File: src/rtl/gfx_raster_scan.sv
// Coarse-tile walker for the fine rasterizer array.
// A triangle setup arrives on the in_* handshake. The walker then steps through
// its bounding box row-major, presenting one tile per advance. A shift register
// follows each tile down the fine pipeline so that tile_valid and done line up
// with the fine array's outputs.
//
// Handshake: a setup transfers on a rising edge where in_valid && in_ready.
// in_ready is high only in IDLE, and the accept does not depend on down_ready.
// On the fine side there is no handshake. An "advance" is any rising edge with
// down_ready high (stall low). Every walker register holds its value whenever
// stall is high.
module gfx_raster_scan #(
    parameter int COARSE_BITS  = 8,
    parameter int EDGE_W       = 32,
    parameter int FINE_LATENCY = 2
) (
    input  logic                         clk,
    input  logic                         rst_n,
    input  logic                         in_valid,
    output logic                         in_ready,
    input  logic [COARSE_BITS-1:0]       in_x0,
    input  logic [COARSE_BITS-1:0]       in_y0,
    input  logic [COARSE_BITS-1:0]       in_x1,
    input  logic [COARSE_BITS-1:0]       in_y1,
    input  logic [2:0][EDGE_W-1:0]       in_corners,
    input  logic [2:0][EDGE_W-1:0]       in_step_x,
    input  logic [2:0][EDGE_W-1:0]       in_step_y,
    output logic [COARSE_BITS-1:0]       pos_x,
    output logic [COARSE_BITS-1:0]       pos_y,
    output logic [2:0][EDGE_W-1:0]       corners,
    output logic                         stall,
    input  logic                         down_ready,
    output logic                         tile_valid,
    output logic                         busy,
    output logic                         done,
    output logic [1:0]                   fsm_state
);

    typedef enum logic [1:0] {
        IDLE  = 2'd0,
        WALK  = 2'd1,
        DRAIN = 2'd2
    } state_t;

    state_t state_q, state_d;

    // Latched triangle setup. y0 is not kept because a row change only
    // resets x.
    logic [COARSE_BITS-1:0] x0_q, x1_q, y1_q;
    logic [2:0][EDGE_W-1:0] step_x_q, step_y_q;
    logic [2:0][EDGE_W-1:0] row_q;

    logic [FINE_LATENCY-1:0] vld_q, vld_d;
    logic [2:0]              drain_cnt_q;
    logic                    done_q;

    logic advance, accept, degenerate, last_x, last_y, issue, drain_end;

    // Decode the conditions shared by the FSM and the datapath.
    always_comb begin
        advance    = down_ready;
        accept     = in_valid && (state_q == IDLE);
        degenerate = (in_x1 < in_x0) || (in_y1 < in_y0);
        last_x     = (pos_x == x1_q);
        last_y     = (pos_y == y1_q);
        issue      = (state_q == WALK) && advance;
        drain_end  = (state_q == DRAIN) && advance && (drain_cnt_q == 3'd0);
        vld_d      = vld_q << 1;
        vld_d[0]   = issue;
    end

    // Next-state logic.
    always_comb begin
        state_d = state_q;
        case (state_q)
            IDLE: begin
                if (accept) state_d = degenerate ? DRAIN : WALK;
            end
            WALK: begin
                if (advance && last_x && last_y) state_d = DRAIN;
            end
            DRAIN: begin
                if (drain_end) state_d = IDLE;
            end
            default: state_d = IDLE;
        endcase
    end

    // State register.
    always_ff @(posedge clk or negedge rst_n) begin
        if (!rst_n) state_q <= IDLE;
        else        state_q <= state_d;
    end

    // Walker datapath: setup latch, tile stepping, drain count, valid pipe.
    always_ff @(posedge clk or negedge rst_n) begin
        if (!rst_n) begin
            x0_q        <= '0;
            x1_q        <= '0;
            y1_q        <= '0;
            step_x_q    <= '0;
            step_y_q    <= '0;
            row_q       <= '0;
            pos_x       <= '0;
            pos_y       <= '0;
            corners     <= '0;
            vld_q       <= '0;
            drain_cnt_q <= '0;
            done_q      <= 1'b0;
        end else begin
            // done is a single-cycle pulse, even if the next cycle stalls.
            done_q <= drain_end;
            if (advance) vld_q <= vld_d;
            if (accept) begin
                x0_q        <= in_x0;
                x1_q        <= in_x1;
                y1_q        <= in_y1;
                step_x_q    <= in_step_x;
                step_y_q    <= in_step_y;
                pos_x       <= in_x0;
                pos_y       <= in_y0;
                corners     <= in_corners;
                row_q       <= in_corners;
                // An empty box only has to wait a single advance.
                drain_cnt_q <= 3'd0;
            end else if (issue) begin
                if (!last_x) begin
                    pos_x <= pos_x + COARSE_BITS'(1);
                    for (int i = 0; i < 3; i++) corners[i] <= corners[i] + step_x_q[i];
                end else if (!last_y) begin
                    pos_x <= x0_q;
                    pos_y <= pos_y + COARSE_BITS'(1);
                    for (int i = 0; i < 3; i++) begin
                        row_q[i]   <= row_q[i] + step_y_q[i];
                        corners[i] <= row_q[i] + step_y_q[i];
                    end
                end else begin
                    // Last tile issued; the count that follows lets it leave
                    // the fine pipeline.
                    drain_cnt_q <= 3'(FINE_LATENCY - 1);
                end
            end else if ((state_q == DRAIN) && advance && (drain_cnt_q != 3'd0)) begin
                drain_cnt_q <= drain_cnt_q - 3'd1;
            end
        end
    end

    assign in_ready   = (state_q == IDLE);
    assign busy       = (state_q != IDLE);
    assign stall      = !down_ready;
    assign tile_valid = vld_q[FINE_LATENCY-1];
    assign done       = done_q;
    assign fsm_state  = state_q;

endmodule

File: config.mk
export PLATFORM = sky130hd
export DESIGN_NAME = gfx_raster_scan
export DESIGN_NICKNAME = d
export VERILOG_FILES = /design/src/rtl/gfx_raster_scan.sv
export SDC_FILE = /design/constraint.sdc
export NUM_CORES = 1
export LEC_CHECK = 0
export ABC_AREA = 1
export CORE_ASPECT_RATIO = 0.7
export CORE_UTILIZATION = 55
export DETAILED_ROUTE_END_ITERATION = 16
export PLACE_DENSITY = 0.83
export SLEW_MARGIN = 10
export SYNTH_ARGS = -nofsm -noshare
export SYNTH_HDL_FRONTEND = slang
export SYNTH_SLANG_ARGS = --single-unit
File: constraint.sdc
create_clock -name clk -period 2.9 [get_ports clk]
set_input_delay 0.435 -clock clk [delete_from_list [all_inputs] [get_ports clk]]
set_output_delay 0.435 -clock clk [all_outputs]
set_load 0.1 [all_outputs]
-- Word-level counts from Yosys, hierarchy flattened
Index checks and enable logic that the tools add are counted.
- word-level logic and storage cells: 88
- bits in registers: 432
- reduce and logical (&&, ||, !) cells: 20
- magnitude comparators: 2
- multiplexer cells: 25
- add/sub/neg operators: 9
- equality and inequality tests: 11
- operator list (cell ; count):
    $mux 96 ; 7
    $add 32x32->32 ; 6
    $mux 8 ; 8
    $add 8x1->8 const B ; 2
    $eq 8x8->1 ; 2
    $lt 8x8->1 ; 2
    $mux 3 ; 5
    $ne 3x3->1 const B ; 3
    $reduce_and 3->1 ; 3
    $mux 2 ; 4
    $logic_and 1x1->1 ; 7
    $pmux 2 s3 ; 1
    $reduce_bool 2->1 ; 3
    $reduce_bool 3->1 ; 2
    $ne 2x1->1 const B ; 2
    $ne 2x2->1 const B ; 2
    $logic_not 3->1 ; 1
    $sub 3x1->3 const B ; 1
    $eq 2x1->1 const B ; 1
    $eq 2x2->1 const B ; 1
    $logic_not 2->1 ; 1
    $reduce_and 2->1 ; 1
    $logic_not 1->1 ; 1
    $logic_or 1x1->1 ; 1

-- Logic depth before layout (Yosys ltp)
- word-level depth: 6
- depth in mapped cells: 16
- mapped depth without buffers: 16

-- Worst setup path before layout
OpenSTA, ideal clock, no wires.
- path kind: register to register
- start: reg state_q[0] (netlist: fsm_state[0])
- end: reg pos_x[5]
- path buffers: 3
- cell stages (with the launch flop): 12
- slack: -712 ps
- data arrival time: 3482 ps
- clock period less this slack: 3612 ps
- cell sequence: dfrtp_1 > nor2_2 > inv_2 > nor2_8 > inv_2 > buf_4 > nand2_4 > inv_1 > buf_2 > buf_2 > o211ai_1 > o21ai_0
- longest elaborated chain between the ends: 4
- elaborated cells between the ends (all ways): 8
- classes of those cells: eq/ne: 2; mux: 1; reduce/logical: 5
- ends and longest elaborated chain (element ; RTL line ; source):
    start: declaration ; 45 ; state_t state_q, state_d;
    start signal: assignment ; 92 ; else state_q <= state_d;
    $logic_not 2->1 (*) ; -- ;
    via in_ready ; 20 ; output logic in_ready,
    $logic_and 1x1->1 (*) ; 62 ; accept = in_valid && (state_q == IDLE);
    $ne 3x3->1 (no source line) or $reduce_bool 2->1 (tied branches) ; -- ;
    $reduce_and 2->1 (no source line) ; -- ;
    end signal: assignment ; 120 ; pos_x <= in_x0;
    end signal: assignment ; 128 ; pos_x <= pos_x + COARSE_BITS'(1);
    end signal: assignment ; 131 ; pos_x <= x0_q;
    end: declaration ; 28 ; output logic [COARSE_BITS-1:0] pos_x,
Mark *: on every way through the listed nets, which the timed path passes. The rest lies on a longest branch.
A chain may end at the register's enable or synchronous reset.

-- Worst setup path after layout
- start: reg corners[41] in the netlist's numbering
- end: reg corners[58] in the netlist's numbering
- longest elaborated chain between the ends: 4
- ends and longest elaborated chain (element ; RTL line ; source):
    start: declaration ; 30 ; output logic [2:0][EDGE_W-1:0] corners,
    start signal: assignment ; 122 ; corners <= in_corners;
    start signal: indexed assignment ; 135 ; corners[i] <= row_q[i] + step_y_q[i];
    $add 32x32->32 ; 129 ; for (int i = 0; i < 3; i++) corners[i] <= corners[i] + step_x_q[i];
    $mux 96 ; 127 ; if (!last_x) begin
    $mux 96 ; 126 ; end else if (issue) begin
    $mux 96 ; 114 ; if (accept) begin
Every way passes these cells. The select of a mux whose other input is x is not followed.

==> results.yml <==
sta:
  setup_violations: 0
  rsz0062_at_grt: "no"
  fmax_ghz: 0.365
  fin_crit_sh_pct: 94.5
  fin_setup_tns_ns: 0
  timing.hold.ws_ns: 0.279
  period_needed_ns: 2.74
  slew_headroom_pct: 46.7
  tightest_slew_ns: 0.800
  drv_slew: 0
  finalHoldViolCount: 0
  finalClockSkew_ns: 0.0387
detailed_routing:
  vias: 35800
  firstDrtPassIters: 8
  drt_wl_total_microns: 125000
  drt_iter0_drc: 4093
  via_per_inst: 5.60
  ant_nets: 0
  routedWlPerCell_microns: 19.6
  drcViolationCount: 0
clock_tree:
  clkSlewWorstSetupHoldPaths_ns: 0.06
  root_buffer: "clkbuf_16"
  htreeDepth: 2
  cts.sinks: 432
  cts_tree: "built"
  insertion_delay_ns: 0.64
  cts_buffer_depth: 3
  postCtsSetupBuffers: 0
  cts_buffers: 47
logic_synthesis:
  synth-main-ff-cell: "dfrtp_1"
  yosysTopAreaCell: "dfrtp_1"
  synth_most_common_cell: "nand2_1"
  syn_inst: 5154
  synth_top_area_share_pct: 33.1
  synth.net_count: 5688
  yosysSeqAreaShare_pct: 33.1
  synthTopCellsByCount: "2,060 x nand2_1, 662 x inv_1, 498 x nor2_1"
  synth-seq-cells: 432
  async_flop_share_pct: 100
  synth_edf_count: 0
  synthDistinctLibCells: 43
  yosys-top-cells-area: "dfrtp_1 33%, nand2_1 24%, ha_1 7.8%, inv_1 7.6%, nor2_1 5.7%"
  syn_area_sq_um: 32700
  yosys_warnings: 0
  avgSynthCellArea_sq_um: 6.34
global_routing:
  grt_antenna_before_repair: 18
  grt_pass1_wl_microns: 192000
  grt_pass1_vias: 33400
  overflow: 0
  grt_max_degree: 128
  grtUsageTotal_pct: 41.4
placement:
  dp_hpwl_microns: 96900
  io_buffers: 442
  routabilityCongestion: 1.01
worst_setup_path:
  start_kind: "flop"
  end_kind: "flop"
  crit_chain: "ha_1 > nand2_1 > nor2_1 > nand3_1 > nand3_1 > nand2_1 > nand3_1 > nand2_1 > nand3_1 > nand3_1 > a21oi_1"
  crit_type: "flop to flop"
  cp.arrival_ns: 3.27
  cp_slowest_cell: "dfrtp_1"
  crit_fanout: 5
  critical_path.max_stage_delay_ns: 0.43
  cpMostUsedCell: "nand3_1"
  required_ns: 3.43
floorplan:
  rows: 74
  start_util_pct: 55.8
  dieArea_sq_um: 60400
  die_h_microns: 206
  core_area_sq_um: 58500
  ioPinCount: 443
  die_w_microns: 293
finish:
  syn_to_final_growth_pct: 21.0
  fin_nets: 6086
  drive_above_1_share_pct: 5.12
min_path:
  min_path_type: "input port to async pin"
run:
  maxCapViolCount: 0
run_status:
  run_status: "complete, no violations"
==> flip-flops by register name (all words and copies together) (netlist names) <==
name	cells
corners	96
done	1
drain_cnt_q	3
fsm_state	2
pos_x	8
pos_y	8
row_q	96
step_x_q	96
step_y_q	96
vld_q	2
x0_q	8
x1_q	8
y1_q	8
==> worst max-delay path: cells and delay by family (launching register included) <==
kind	cells	cell delay (ns)
and+or+nand+nor	9	1.65
adders and majority gates	1	0.40
AOI/OAI and AO/OA	1	0.14
DFF	1	0.43
==> final timing paths <==
kind                                from           end  slack (ns)  depth (start not counted)
max                          corners[41]   corners[58]        0.16                         11
min                                rst_n  step_y_q[29]        0.28                          2
max reg2reg                  corners[41]   corners[58]        0.16                         11
min reg2reg                     vld_q[0]      vld_q[1]        0.47                          2
max in group asynchronous          rst_n   corners[48]        1.61                          4
min in group clk           in_step_x[74]  step_x_q[74]        0.33                          3
==> repair_timing <==
action / 4_1_cts / 5_1_grt
endpoints found under the setup margin: 0 / 1
endpoints found under the hold margin: 47 / 0
gates resized for setup: 0 / 1
hold buffers: 1 / 0
==> metrics by stage <==
stage / area, sq um / utilization [%] / worst slack, ns / cells
2_1_floorplan: 32700 / - / 0.136 / 5154
6_report: 39500 / 67.6 / 0.161 / 6398
3_3_place_gp: 37800 / 64.6 / 0.352 / 6300
3_5_place_dp: 37800 / 64.6 / 0.307 / 6300
5_1_grt: 39500 / 67.5 / 0.0543 / 6396
4_1_cts: 39500 / 67.5 / 0.270 / 6386
==> per-layer routing <==
metal | routed length, microns | track usage [%] | vias up
li1 | - | - | 17000
met4 | 3460 | 12.0 | 12
met5 | 153 | 1.06 | -
met2 | 50100 | 58.7 | 1986
met1 | 56200 | 61.2 | 16600
met3 | 15400 | 10.8 | 240
==> layout by cell type (no fill, tap or decap), drive strengths merged, types with 6 or more instances in the layout <==
cell           instances
a21oi                309
a31oi                 45
and2                   7
buf                  168
bufinv                 7
clkbuf                60
clkdlybuf4s50        322
clkinv                10
clkinvlp               7
dfrtp                432
diode                 12
fa                     6
ha                   204
inv                  670
nand2               2063
nand3                347
nand3b                30
nand4                 38
nor2                 501
nor3                  38
o211ai                15
o21ai                154
o21bai                27
or2                   38
xnor2                 34
xor2                  35
==> cell type report <==
cell class / instances / area (sq um)
clock buffer: 60 / 1320
timing repair buffer: 491 / 4790
sequential: 432 / 10800
clock inverter: 25 / 355
inverter: 669 / 2530
fill: 5186 / 19000
antenna: 12 / 30.0
multi-input combinational: 3911 / 18700
tap: 798 / 998
==> logic make-up (layout without fill, tap and decap cells) <==
logic type / Yosys count / in the layout / synth area share, %
fa+ha+maj: 210 / 210 / 8.18
xor+xnor: 69 / 69 / 1.85
simple gates: 3070 / 3070 / 38.0
other cells: 0 / 12 / 0
buf+inv: 811 / 1245 / 9.72
compound gates: 562 / 562 / 9.20
flops: 432 / 432 / 33.1
Power is not shown: default switching activity piles up to over one toggle a cycle in this logic, so the estimate is an artifact.
